==> config.mk <==
export PLATFORM = sky130hd
export DESIGN_NAME = mem_access_ctrl
export DESIGN_NICKNAME = d
export VERILOG_FILES = /design/src/rtl/mem_ctrl_pkg.sv /design/src/rtl/mem_wait_counter.sv /design/src/rtl/mem_access_ctrl.sv
export SDC_FILE = /design/constraint.sdc
export NUM_CORES = 1
export LEC_CHECK = 0
export BUFFER_PORTS_ARGS = -buffer_cell sky130_fd_sc_hd__buf_2
export CAP_MARGIN = 10
export CELL_PAD_IN_SITES_DETAIL_PLACEMENT = 1
export CELL_PAD_IN_SITES_GLOBAL_PLACEMENT = 1
export CORE_MARGIN = 2
export CORE_UTILIZATION = 33
export DETAILED_ROUTE_END_ITERATION = 16
export PLACE_DENSITY = 0.8
export SLEW_MARGIN = 0
export SYNTH_ARGS = -nofsm -noshare
export SYNTH_HDL_FRONTEND = slang
export SYNTH_SLANG_ARGS = --single-unit
==> constraint.sdc <==
create_clock -name clk -period 1.8 [get_ports clk]
set_input_delay 0.36 -clock clk [delete_from_list [all_inputs] [get_ports clk]]
set_output_delay 0.36 -clock clk [all_outputs]
set_load 0.01 [all_outputs]
==> src/rtl/mem_ctrl_pkg.sv <==
`default_nettype none
// +----------------------------------------------------------------------+
// | mem_ctrl_pkg                                                         |
// | Shared state encoding and constants for the SRAM access controller.  |
// | Revision: 1.0                                                        |
// +----------------------------------------------------------------------+
package mem_ctrl_pkg;

  typedef logic [2:0] state_t;

  localparam state_t IDLE  = 3'd0;
  localparam state_t WR_LO = 3'd1;
  localparam state_t WR_HI = 3'd2;
  localparam state_t RD_LO = 3'd3;
  localparam state_t RD_HI = 3'd4;
  localparam state_t DONE  = 3'd5;

  localparam logic [31:0] BASE_ADDR_DEFAULT = 32'd1024;

  localparam logic LO = 1'b0;
  localparam logic HI = 1'b1;

endpackage
`default_nettype wire

==> src/rtl/mem_wait_counter.sv <==
`default_nettype none
// +----------------------------------------------------------------------+
// | mem_wait_counter                                                     |
// | Loadable down-counter timing one SRAM half-access phase.             |
// | Revision: 1.0                                                        |
// +----------------------------------------------------------------------+
module mem_wait_counter #(
  parameter int WAIT_CYCLES = 2,
  localparam int CW = $clog2(WAIT_CYCLES + 1)
) (
  input  logic clk,
  input  logic rst,
  input  logic load,
  output logic phase_last
);

  logic [CW-1:0] cnt_q;
  logic [CW-1:0] cnt_d;

  // Loading on phase entry makes the first phase cycle see the full count.
  always_comb begin
    cnt_d = cnt_q;
    if (load) begin
      cnt_d = CW'(WAIT_CYCLES);
    end else if (cnt_q != '0) begin
      cnt_d = cnt_q - CW'(1);
    end
  end

  always_ff @(posedge clk) begin
    if (rst) begin
      cnt_q <= '0;
    end else begin
      cnt_q <= cnt_d;
    end
  end

  assign phase_last = (cnt_q == CW'(1));

endmodule
`default_nettype wire

==> src/rtl/mem_access_ctrl.sv <==
`default_nettype none
// +----------------------------------------------------------------------+
// | mem_access_ctrl                                                      |
// | Splits 32-bit loads/stores into two 16-bit SRAM accesses and stalls  |
// | the pipeline meanwhile. Optional read buffer: define MEM_RDBUF_EN.   |
// | Revision: 1.0                                                        |
// +----------------------------------------------------------------------+
module mem_access_ctrl
  import mem_ctrl_pkg::*;
#(
  parameter int          WAIT_CYCLES = 2,
  parameter logic [31:0] BASE_ADDR   = BASE_ADDR_DEFAULT,
  parameter int          SRAM_AW     = 18
) (
  input  logic               clk,
  input  logic               rst,
  input  logic               mem_r_en,
  input  logic               mem_w_en,
  input  logic [31:0]        alu_result,
  input  logic [31:0]        val_rm,
  output logic [31:0]        rdata,
  output logic               ready,
  output logic               freeze,
  output logic [SRAM_AW-1:0] sram_addr,
  output logic [15:0]        sram_wdata,
  input  logic [15:0]        sram_rdata,
  output logic               sram_we_n,
  output logic               sram_oe_n
);

  localparam int WW = SRAM_AW - 1;

  state_t             state_q, state_d;
  logic [WW-1:0]      word_q, word_d;
  logic [31:0]        wdata_q, wdata_d;
  logic [31:0]        rdata_q, rdata_d;
  logic [SRAM_AW-1:0] sram_addr_q, sram_addr_d;
  logic [15:0]        sram_wdata_q, sram_wdata_d;
  logic               we_n_q, we_n_d;
  logic               oe_n_q, oe_n_d;

  logic [31:0]   w_offset;
  logic [WW-1:0] w_word;
  logic          w_unused_ok;
  logic          w_req;
  logic          w_ready;
  logic          w_load;
  logic          w_phase_last;
  logic          w_hit;
  logic [31:0]   w_hit_data;

  // Wraparound subtract, then drop byte offset and bits beyond the SRAM.
  assign w_offset    = alu_result - BASE_ADDR;
  assign w_word      = w_offset[SRAM_AW:2];
  assign w_unused_ok = ^{w_offset[31:SRAM_AW+1], w_offset[1:0]};

  assign w_req   = mem_r_en | mem_w_en;
  assign w_ready = (state_q == DONE);

`ifdef MEM_RDBUF_EN
  logic          buf_valid_q, buf_valid_d;
  logic [WW-1:0] buf_word_q, buf_word_d;
  logic [31:0]   buf_data_q, buf_data_d;

  assign w_hit      = mem_r_en & ~mem_w_en & buf_valid_q & (buf_word_q == w_word);
  assign w_hit_data = buf_data_q;

  always_comb begin
    buf_valid_d = buf_valid_q;
    buf_word_d  = buf_word_q;
    buf_data_d  = buf_data_q;
    if (state_q == IDLE && mem_w_en && buf_valid_q && buf_word_q == w_word) begin
      buf_data_d = val_rm;
    end
    if (state_q == RD_HI && w_phase_last) begin
      buf_valid_d = 1'b1;
      buf_word_d  = word_q;
      buf_data_d  = {sram_rdata, rdata_q[15:0]};
    end
  end

  always_ff @(posedge clk) begin
    if (rst) begin
      buf_valid_q <= 1'b0;
      buf_word_q  <= '0;
      buf_data_q  <= '0;
    end else begin
      buf_valid_q <= buf_valid_d;
      buf_word_q  <= buf_word_d;
      buf_data_q  <= buf_data_d;
    end
  end
`else
  assign w_hit      = 1'b0;
  assign w_hit_data = 32'h0000_0000;
`endif

  always_comb begin
    state_d = state_q;
    word_d  = word_q;
    wdata_d = wdata_q;
    rdata_d = rdata_q;
    case (state_q)
      IDLE: begin
        if (mem_w_en) begin
          word_d  = w_word;
          wdata_d = val_rm;
          state_d = WR_LO;
        end else if (mem_r_en) begin
          word_d = w_word;
          if (w_hit) begin
            rdata_d = w_hit_data;
            state_d = DONE;
          end else begin
            state_d = RD_LO;
          end
        end
      end
      WR_LO: if (w_phase_last) state_d = WR_HI;
      WR_HI: if (w_phase_last) state_d = DONE;
      RD_LO: begin
        if (w_phase_last) begin
          rdata_d[15:0] = sram_rdata;
          state_d       = RD_HI;
        end
      end
      RD_HI: begin
        if (w_phase_last) begin
          rdata_d[31:16] = sram_rdata;
          state_d        = DONE;
        end
      end
      DONE:    state_d = IDLE;
      default: state_d = IDLE;
    endcase
  end

  // SRAM pins are registered from the next state so strobes are glitch-free.
  always_comb begin
    sram_addr_d  = sram_addr_q;
    sram_wdata_d = sram_wdata_q;
    we_n_d       = 1'b1;
    oe_n_d       = 1'b1;
    case (state_d)
      WR_LO: begin
        sram_addr_d  = {word_d, LO};
        sram_wdata_d = wdata_d[15:0];
        we_n_d       = 1'b0;
      end
      WR_HI: begin
        sram_addr_d  = {word_d, HI};
        sram_wdata_d = wdata_d[31:16];
        we_n_d       = 1'b0;
      end
      RD_LO: begin
        sram_addr_d = {word_d, LO};
        oe_n_d      = 1'b0;
      end
      RD_HI: begin
        sram_addr_d = {word_d, HI};
        oe_n_d      = 1'b0;
      end
      default: begin
        sram_addr_d  = sram_addr_q;
        sram_wdata_d = sram_wdata_q;
      end
    endcase
  end

  assign w_load = (state_d != state_q) &&
                  (state_d == WR_LO || state_d == WR_HI ||
                   state_d == RD_LO || state_d == RD_HI);

  mem_wait_counter #(
    .WAIT_CYCLES (WAIT_CYCLES)
  ) u_wait_counter (
    .clk        (clk),
    .rst        (rst),
    .load       (w_load),
    .phase_last (w_phase_last)
  );

  always_ff @(posedge clk) begin
    if (rst) begin
      state_q      <= IDLE;
      word_q       <= '0;
      wdata_q      <= '0;
      rdata_q      <= '0;
      sram_addr_q  <= '0;
      sram_wdata_q <= '0;
      we_n_q       <= 1'b1;
      oe_n_q       <= 1'b1;
    end else begin
      state_q      <= state_d;
      word_q       <= word_d;
      wdata_q      <= wdata_d;
      rdata_q      <= rdata_d;
      sram_addr_q  <= sram_addr_d;
      sram_wdata_q <= sram_wdata_d;
      we_n_q       <= we_n_d;
      oe_n_q       <= oe_n_d;
    end
  end

  assign rdata      = rdata_q;
  assign ready      = w_ready;
  assign freeze     = w_req & ~w_ready;
  assign sram_addr  = sram_addr_q;
  assign sram_wdata = sram_wdata_q;
  assign sram_we_n  = we_n_q;
  assign sram_oe_n  = oe_n_q;

endmodule
`default_nettype wire

==> results of run 1 <==
layout by cell type (no fill, tap or decap), types with 2 or more instances in the layout:
cell and instances:
buf_2 137, nand2_1 133, dfxtp_1 119, a21oi_1 77, mux2i_1 44, nor2_1 39
nand2b_1 26, buf_4 24, clkbuf_16 17, a211oi_1 8, nor3_1 6, o22ai_1 6
buf_12 6, clkbuf_1 5, xnor2_1 4, clkinv_2 4, nor2b_1 3, nor3b_1 3
o21ai_0 3, bufinv_16 3, inv_1 2, nand3_1 2, or4_1 2, xor2_1 2
o31ai_1 2, a211oi_2 2, nand3b_1 2, a21oi_2 2, clkbuf_8 2, dfxtp_4 2
area by class of cell:
class                   instances  area, um^2
clock buffers                  24         472
clock inverters                 8         118
fillers                      1645        7610
inverters                       2        7.51
multi-input cells             383        2160
flip-flops and latches        122        2450
well taps                     180         225
repair buffers                168         997
worst paths after layout:
check	to	slack, ns	depth (start not counted)
hold reg to reg	rdata[26]$_SDFFE_PP0P_	0.45	2
hold / removal	rdata[9]$_SDFFE_PP0P_	0.20	3
setup / recovery	freeze	0.10	5
setup reg to reg	sram_wdata[8]$_SDFFE_PP0P_	0.10	6
sequential cells by signal, summed over array words and instances, names as in the netlist:
name                  flops
sram_oe_n                 1
u_wait_counter.cnt_q      2
rdata                    32
state_q                   3
sram_addr                18
sram_we_n                 1
sram_wdata               16
wdata_q                  32
word_q                   17
cells in the mapped netlist, types with 2 or more instances:
| library cell | count |
|---|---|
| nor2b_1 | 3 |
| nand3_1 | 2 |
| o31ai_1 | 2 |
| clkbuf_1 | 19 |
| nand2_1 | 133 |
| nand2b_1 | 27 |
| inv_1 | 2 |
| a21oi_1 | 78 |
| xnor2_1 | 4 |
| dfxtp_1 | 122 |
| buf_6 | 2 |
| o22ai_1 | 6 |
| a211oi_2 | 2 |
| xor2_1 | 2 |
| nand3b_1 | 2 |
| buf_2 | 13 |
| buf_4 | 4 |
| mux2i_1 | 44 |
| or4_1 | 2 |
| a211oi_1 | 8 |
| nor3_1 | 6 |
| o21ai_0 | 3 |
| nor3b_1 | 3 |
| nor2_1 | 40 |
worst max-delay path, stage by stage (launching register included):
cell	delay [ns]
dfxtp_4	0.40
buf_4	0.16
nand2_1	0.07
nor2_2	0.11
nor2_1	0.06
buf_2	0.14
cell families (layout without fill, tap and decap cells):
kind of cell | after synthesis | after routing | synth area share
buffers and inverters | 41 | 202 | 0.0419
multiplexers | 45 | 45 | 0.0945
flip-flops | 122 | 122 | 0.511
AO/OA/AOI/OAI | 107 | 107 | 0.130
adder cells (fa/ha/maj) | 1 | 1 | 0.00262
AND/OR/NAND/NOR | 224 | 224 | 0.209
XOR/XNOR | 6 | 6 | 0.0110
stage by stage:
step | hold WS [ns] | instances
final | 0.198 | 887
after CTS | 0.183 | 887
after global routing | 0.189 | 887
after detailed placement | 0.447 | 855
after global placement | 0.440 | 855
after floorplan | 0.432 | 546
layer usage:
metal | part of all wire | up-vias | wire length, um
li1 | - | 2127 | -
met1 | 0.43 | 2038 | 5800
met2 | 0.50 | 110 | 6720
met3 | 0.052 | 22 | 706
met4 | 0.022 | 0 | 291
met5 | 0 | - | 0
power by group:
group | switching (W) | total (W) | internal (W) | leakage [nW]
combinational | 0.000589 | 0.00107 | 0.000480 | 1.48
sequential | 0.0000912 | 0.00300 | 0.00291 | 0.999
clock | 0.00114 | 0.00338 | 0.00224 | 0.288
total | 0.00182 | 0.00745 | 0.00562 | 2.77
what timing repair did:
action	in CTS	in global routing
endpoints found under the setup margin	2	21
gates resized for setup	3	7
setup buffers	0	0
pin swaps	0	0
==> impl_metrics.csv, run 1 <==
group,metric,value,unit
run_status,status,"complete, no violations",
timing,setup_ws,0.101,ns
drt,dr.pass1.iters,4,
drt,via_count,4297,
placement,gp_congestion,0.774,
setup_path,arrival,1.34,ns
clock_network,numCtsBuffers,17,
setup_path,worstPathMaxFanout,9,
placement,dp_hpwl,9470,um
yosys,ys_seq_area_frac,0.511,
global_routing,grt_use_met1,0.205,
yosys,synth_flop_cell,"dfxtp_1",
yosys,synth-async-reset-ratio,0,
yosys,yosysTopAreaCellShare,0.511,
timing,setup_violations,0,
setup_path,critPathLaunchType,"flop",
cells_and_area,drive_gt1_frac,0.298,
global_routing,track_usage,0.177,
floorplan,core,14000,um^2
timing,min_period,1.70,ns
yosys,yosys_warnings,0,
setup_path,required,1.44,ns
timing,timing.final.crit_share,0.944,
timing,relSlewSlack,0.592,
clock_network,clk_pin_slew,0.05,ns
yosys,ys_seq_elements,122,
power,leakage,2.77,nW
floorplan,die-area,15500,um^2
timing,rsz0062_at_grt,"no",
timing,report.final.slew_viol_count,0,
yosys,synth-edff-count,0,
power,power.total,0.00745,W
floorplan,die_w,124,um
global_routing,grt-ovfl-total,0,
timing,fmax,589,MHz
global_routing,grtUsageMet2,0.305,
placement,placed_cell_area,5820,um^2
cells_and_area,postLayoutCellArea,6430,um^2
yosys,yosys.area.top_type,"dfxtp_1",
global_routing,grt_max_degree,61,
clock_network,insertion_delay,0.41,ns
global_routing,grt_busiest_layer,"met2",
yosys,syn_avg_cell_area,8.76,um^2
clock_network,cts_sinks,122,
drt,drt_iter0_drc,215,
floorplan,rows,43,
global_routing,grt_pass1_vias,4485,
yosys,netlist_instances,546,
yosys,synth_top_cells_by_area,"dfxtp_1, nand2_1, mux2i_1, a21oi_1, nand2b_1",
floorplan,io_pins,154,
setup_path,cp-startpoint,"state_q[2]$_SDFF_PP0_",
power,power.density,1160,nW/um^2
global_routing,antenna_found_initial,0,
timing,fin_worst_skew,0.0109,ns
cells_and_area,synthToLayoutAreaGrowth,34.5,%
cells_and_area,antennaDiodeCount,0,
drt,drc,0,
floorplan,die_y,124,um
setup_path,timing.rr.start,"state_q[1]$_SDFF_PP0_",
clock_network,cts_root_buffer,"clkbuf_16",
setup_path,end_kind,"output pin",
setup_path,crit_type,"flop to output pin",
placement,pre_cts_ws,-0.0406,ns
drt,viasPerCell,4.84,
job,maxCapViolCount,0,
power,ir_drop,0.000637,V
drt,post_drt_wl_per_cell,15.2,um
worst_hold_path,hp-class,"input port to flop",
floorplan,start_util,0.341,
timing,setup_tns,0,ns
clock_network,postCtsHoldBufs,0,
yosys,syn_area,4780,um^2
timing,final-hold-violation-count,0,
drt,ant_nets,0,
clock_network,h-tree-depth,4,
placement,portBuffers,138,
worst_hold_path,min_from,"sram_rdata[9]",
cells_and_area,final_util,0.458,
global_routing,grt_pass1_wl,22200,um
yosys,synth_cell_types,41,
clock_network,clock_path_buffers,2,
global_routing,use_met3,0.0481,
cells_and_area,final_nets,779,
yosys,syn-num-nets,631,
drt,wl,13500,um
clock_network,cts_tree,"done",
timing,worst_slew_pin_slew,0.612,ns
Power figures use the tool's default switching activity.
==> run 2, diff against run 1 <==
--- a/config.mk
+++ b/config.mk
@@ -5,7 +5,7 @@
 export SDC_FILE = /design/constraint.sdc
 export NUM_CORES = 1
 export LEC_CHECK = 0
-export BUFFER_PORTS_ARGS = -buffer_cell sky130_fd_sc_hd__buf_2
+export BUFFER_PORTS_ARGS = -buffer_cell sky130_fd_sc_hd__buf_4
 export CAP_MARGIN = 10
 export CELL_PAD_IN_SITES_DETAIL_PLACEMENT = 1
 export CELL_PAD_IN_SITES_GLOBAL_PLACEMENT = 1
@@ -16,4 +16,5 @@
 export SLEW_MARGIN = 0
 export SYNTH_ARGS = -nofsm -noshare
 export SYNTH_HDL_FRONTEND = slang
+export SYNTH_HIERARCHICAL = 1
 export SYNTH_SLANG_ARGS = --single-unit
==> impl_metrics.csv, run 2 <==
group,metric,value,unit
global_routing,antenna_found_initial,0,
yosys,synth_xor_area_frac,0.0153,
placement,portBuffers,138,
yosys,synth_common_cells,"dfxtp_1, nand2_1, nor2_1",
yosys,post_synth_mux_area_share,0.108,
placement,dp_cells,813,
yosys,synthAdderAreaFrac,0.00272,
job,maxCapViolCount,0,
cells_and_area,final_cell_mix,"buf_4, dfxtp_1, nand2_1",
timing,min_period,1.74,ns
drt,via_count,4183,
clock_network,clock_path_buffers,2,
yosys,syn-num-nets,587,
timing,relSlewSlack,0.709,
yosys,synth-edff-count,0,
timing,timing.final.crit_share,0.968,
drt,dr.pass1.iters,4,
yosys,synth_flop_cell,"dfxtp_1",
yosys,yosysTopAreaCellShare,0.532,
drt,post_drt_wl_per_cell,16.3,um
clock_network,cts_tree,"done",
placement,gp_congestion,0.768,
setup_path,end_kind,"flop",
yosys,syn_avg_cell_area,9.15,um^2
floorplan,rows,43,
placement,pre_cts_ws,-0.0869,ns
cells_and_area,antennaDiodeCount,0,
yosys,yosys.area.top_type,"dfxtp_1",
floorplan,io_pins,154,
timing,report.final.slew_viol_count,0,
cells_and_area,synthToLayoutAreaGrowth,45.1,%
drt,drc,0,
placement,dp_hpwl,9250,um
clock_network,insertion_delay,0.41,ns
cells_and_area,postLayoutCellArea,6670,um^2
drt,drt_iter0_drc,133,
yosys,yosysMostFrequentCell,"dfxtp_1",
yosys,synth-async-reset-ratio,0,
yosys,syn_area,4590,um^2
yosys,synth_compound_area_frac,0.119,
placement,placed_cell_area,5950,um^2
floorplan,core,13700,um^2
timing,fin_worst_skew,0.00590,ns
drt,ant_nets,0,
floorplan,start_util,0.335,
global_routing,grt-ovfl-total,0,
floorplan,die-area,14900,um^2
drt,wl,13900,um
power,power.density,1090,nW/um^2
setup_path,arrival,2.02,ns
floorplan,die_y,122,um
setup_path,required,2.08,ns
timing,setup_violations,0,
yosys,yosys_warnings,6,
timing,fmax,574,MHz
clock_network,postCtsHoldBufs,0,
setup_path,critPathLaunchType,"flop",
clock_network,clk_pin_slew,0.05,ns
timing,worst_slew_pin_slew,0.436,ns
global_routing,grt_pass1_vias,4315,
cells_and_area,drive_gt1_frac,0.321,
power,ir_drop,0.000570,V
cells_and_area,instances_no_fill,849,
yosys,synth_cell_types,41,
floorplan,die_w,122,um
clock_network,numCtsBuffers,17,
cells_and_area,final_nets,746,
global_routing,grt_pass1_wl,21000,um
setup_path,worstPathMaxFanout,16,
yosys,netlist_instances,502,
run_status,status,"complete, no violations",
cells_and_area,final_common_cell,"buf_4",
global_routing,track_usage,0.182,
yosys,ys_seq_elements,122,
power,leakage,2.88,nW
clock_network,cts_root_buffer,"clkbuf_16",
timing,final-hold-violation-count,0,
yosys,ys_seq_area_frac,0.532,
global_routing,grt_max_degree,52,
cells_and_area,fillers,1574,
yosys,synth_top_family_by_area,"simple AND/OR/NAND/NOR gates",
worst_hold_path,hp-class,"input port to flop",
yosys,yosys.area_share.simple,0.184,
clock_network,h-tree-depth,4,
yosys,synth_top_cells_by_area,"dfxtp_1, mux2i_1, nand2_1, nor2_1, a21oi_1",
setup_path,crit_type,"flop to flop",
drt,viasPerCell,4.93,
timing,setup_ws,0.0577,ns
clock_network,cts_sinks,122,
run 2: cell types whose count changed in the layout (fill, tap and decap cells not counted), moves of 6 or more:
cell | before | now
a21oi_1 | 77 | 43
buf_2 | 137 | 0
buf_4 | 24 | 165
nand2_1 | 133 | 102
nand2b_1 | 26 | 3
nor2_1 | 39 | 68
nor3_1 | 6 | 0
o221ai_1 | 1 | 16
run 2: through the flow:
stage | TNS (ns) | util | hold slack [ns] | power (W)
global route | -0.0180 | 0.486 | 0.195 | 0.00759
CTS | -0.000402 | 0.475 | 0.189 | 0.00725
global placement | -0.128 | 0.434 | 0.442 | 0.00409
finish | 0 | 0.486 | 0.204 | 0.00725
detailed placement | -0.397 | 0.434 | 0.454 | 0.00415
floorplan | 0 | - | 0.426 | 0.00365
run 2: routing by layer:
metal | global-route usage | wire (um) | vias up
met5 | 0 | 0 | -
met1 | 0.205 | 5730 | 2030
met3 | 0.0651 | 915 | 19
met2 | 0.315 | 7010 | 107
met4 | 0.0697 | 198 | 0
li1 | - | - | 2027
run 2: cell type report:
class	instances	area [um^2]	area share
well taps	180	225	0.0338
multi-input cells	341	2010	0.302
flip-flops and latches	122	2440	0.366
clock inverters	4	45.0	0.00676
repair buffers	175	1450	0.218
inverters	4	15.0	0.00225
clock buffers	23	478	0.0717
run 2: timing repair:
action                     4_1_cts  5_1_grt
gates resized for setup          3        6
pin swaps                        0        3
setup endpoints to repair        3       45
hold endpoints to repair         0        0
setup buffers                    3        2
gates cloned                     0        4
run 2: worst paths after layout:
kind | startpoint | endpoint | slack, ns | depth (start not counted)
worst max register to register | state_q[0]$_SDFF_PP0_ | sram_wdata[10]$_SDFFE_PP0N_ | 0.06 | 7
worst min register to register | rdata[29]$_SDFFE_PP0P_ | rdata[29]$_SDFFE_PP0P_ | 0.46 | 2
worst min-delay path | sram_rdata[13] | rdata[29]$_SDFFE_PP0P_ | 0.20 | 3
worst max-delay path | state_q[0]$_SDFF_PP0_ | sram_wdata[10]$_SDFFE_PP0N_ | 0.06 | 7
run 2: cells by family (layout without fill, tap and decap cells):
kind of cell / Yosys count / count (layout)
adder cells (fa/ha/maj): 1 / 1
flip-flops: 122 / 122
buffers and inverters: 39 / 206
AND/OR/NAND/NOR: 200 / 200
AO/OA/AOI/OAI: 83 / 83
XOR/XNOR: 8 / 8
multiplexers: 49 / 49
run 2: critical path, cell delays in order, from the launching register on:
cell,delay (ns)
dfxtp_1,0.31
buf_4,0.16
nand2b_1,0.20
nor3_4,0.17
buf_12,0.14
clkbuf_16,0.19
mux2i_1,0.28
o221ai_1,0.16
run 2: power breakdown:
| part | total (W) | switching [W] | internal (W) |
|---|---|---|---|
| sequential | 0.00300 | 0.0000916 | 0.00291 |
| clock | 0.00305 | 0.00109 | 0.00196 |
| combinational | 0.00120 | 0.000603 | 0.000598 |
==> run 3, diff against run 2 <==
--- a/config.mk
+++ b/config.mk
@@ -5,7 +5,7 @@
 export SDC_FILE = /design/constraint.sdc
 export NUM_CORES = 1
 export LEC_CHECK = 0
-export BUFFER_PORTS_ARGS = -buffer_cell sky130_fd_sc_hd__buf_4
+export BUFFER_PORTS_ARGS = -buffer_cell sky130_fd_sc_hd__buf_2
 export CAP_MARGIN = 10
 export CELL_PAD_IN_SITES_DETAIL_PLACEMENT = 1
 export CELL_PAD_IN_SITES_GLOBAL_PLACEMENT = 1
@@ -18,3 +18,4 @@
 export SYNTH_HDL_FRONTEND = slang
 export SYNTH_HIERARCHICAL = 1
 export SYNTH_SLANG_ARGS = --single-unit
+export TNS_END_PERCENT = 10
==> impl_metrics.csv, run 3 (synthesized netlist as in run 2, its figures left out) <==
group,metric,value,unit
cells_and_area,antennaDiodeCount,0,
global_routing,track_usage,0.191,
clock_network,cts_tree,"done",
power,ir_drop,0.000711,V
setup_path,crit_family,"buffers and inverters",
timing,setup_tns,-0.0249,ns
clock_network,cts_root_buffer,"clkbuf_16",
cells_and_area,drive_gt1_frac,0.360,
drt,viasPerCell,4.93,
setup_path,crit_type,"flop to flop",
setup_path,required,2.06,ns
timing,setup_violations,1,
clock_network,clock_path_buffers,2,
clock_network,numCtsBuffers,17,
timing,fmax,548,MHz
floorplan,die-area,14900,um^2
clock_network,clk_pin_slew,0.05,ns
cells_and_area,final_cell_mix,"buf_2, dfxtp_1, nand2_1",
setup_path,cp_slowest_cell,"dfxtp_1",
timing,timing.final.crit_share,1.01,
timing,relSlewSlack,0.711,
timing,fin_worst_skew,0.0124,ns
timing,setup_ws,-0.0249,ns
global_routing,antenna_found_initial,1,
clock_network,cts_sinks,122,
placement,dp_hpwl,9260,um
cells_and_area,fillers,1584,
timing,final-hold-violation-count,0,
worst_hold_path,hp-class,"input port to flop",
drt,drt_iter0_drc,152,
setup_path,worstPathMaxFanout,8,
drt,via_count,4204,
drt,ant_nets,0,
cells_and_area,synthToLayoutAreaGrowth,43.1,%
setup_path,cpPeakStageDelay,0.32,ns
floorplan,core,13700,um^2
power,power.density,1170,nW/um^2
drt,post_drt_wl_per_cell,16.9,um
global_routing,grt_pass1_wl,21900,um
cells_and_area,final_util,0.479,
setup_path,critPathLaunchType,"flop",
setup_path,path_buf_inv,3,
placement,portBuffers,138,
power,power.total,0.00771,W
floorplan,die_y,122,um
run_status,violations,"setup timing",
setup_path,end_kind,"flop",
timing,report.final.slew_viol_count,0,
drt,wl,14400,um
drt,dr.pass1.iters,5,
clock_network,insertion_delay,0.42,ns
floorplan,rows,43,
setup_path,arrival,2.08,ns
run_status,status,"finished with violations",
job,maxCapViolCount,0,
power,leakage,2.85,nW
timing,min_period,1.82,ns
cells_and_area,final_nets,745,
drt,drc,0,
setup_path,crit_chain,"buf_6, nand2b_4, nor3_4, buf_12, clkbuf_16, mux2i_1, o221ai_1",
floorplan,die_w,122,um
global_routing,grt-ovfl-total,0,
timing,worst_slew_pin_slew,0.432,ns
floorplan,io_pins,154,
floorplan,start_util,0.335,
placement,gp_congestion,0.774,
clock_network,h-tree-depth,4,
global_routing,grt_max_degree,54,
cells_and_area,final_common_cell,"buf_2",
global_routing,grt_pass1_vias,4560,
timing,whs,0.186,ns
## run 3: cell types whose count changed in the layout (fill, tap and decap cells not counted), moves of 4 or more
cell     delta
buf_4     -141
buf_6       +4
mux2i_1    -20
mux2i_4     +9
buf_2     +137
mux2i_2    +11
## run 3: where the power goes
part | total (W) | internal (W) | switching (W)
clock network | 0.00350 | 0.00232 | 0.00118
logic | 0.00120 | 0.000563 | 0.000637
registers | 0.00301 | 0.00291 | 0.000103
total | 0.00771 | 0.00579 | 0.00192
## run 3: what timing repair did
| item | in CTS | in global routing |
|---|---|---|
| hold buffers | 0 | 0 |
| gates resized for setup | 3 | 46 |
| setup endpoints to repair | 8 | 48 |
| gates cloned | 0 | 3 |
| pin swaps | 1 | 3 |
| buffers inserted | 3 | 1 |
## run 3: worst reg2reg max path: cells and delay by family (launching register included)
| family | cells | cell delay [ns] |
|---|---|---|
| muxes | 1 | 0.30 |
| and+or+nand+nor | 2 | 0.36 |
| AOI/OAI and AO/OA | 1 | 0.21 |
| DFF | 1 | 0.32 |
| buffers and inverters | 3 | 0.47 |
## run 3: layout make-up
class	count	area (um^2)	area share
Inverter	4	15.0	0.00228
Multi-Input combinational cell	341	2190	0.333
Clock inverter	7	113	0.0171
Clock buffer	25	495	0.0754
Timing Repair Buffer	174	1090	0.167
Tap cell	180	225	0.0343
Sequential cell	122	2440	0.372
## run 3: final timing paths
path | cells past startpoint | endpoint | slack, ns | from
worst min-delay path | 3 | rdata[3]$_SDFFE_PP0P_ | 0.19 | sram_rdata[3]
worst max register to register | 7 | sram_wdata[7]$_SDFFE_PP0N_ | -0.02 | state_q[0]$_SDFF_PP0_
worst min register to register | 2 | rdata[12]$_SDFFE_PP0P_ | 0.45 | rdata[12]$_SDFFE_PP0P_
worst max-delay path | 7 | sram_wdata[7]$_SDFFE_PP0N_ | -0.02 | state_q[0]$_SDFF_PP0_
## run 3: metal layers
layer | up-vias | wire length (um) | track usage
li1 | 2031 | - | -
met1 | 2031 | 5810 | 0.207
met2 | 118 | 7380 | 0.333
met3 | 24 | 948 | 0.0702
met4 | 0 | 290 | 0.0841
met5 | - | 0 | 0
## run 3: through the flow
stage          setup slack, ns  std cells  instance area [um^2]
6_report               -0.0249        853                  6570
5_1_grt                -0.0976        853                  6570
4_1_cts              -0.000842        849                  6260
3_5_place_dp           -0.0973        814                  5620
3_3_place_gp           -0.0409        814                  5620
2_1_floorplan           0.0125        502                  4590
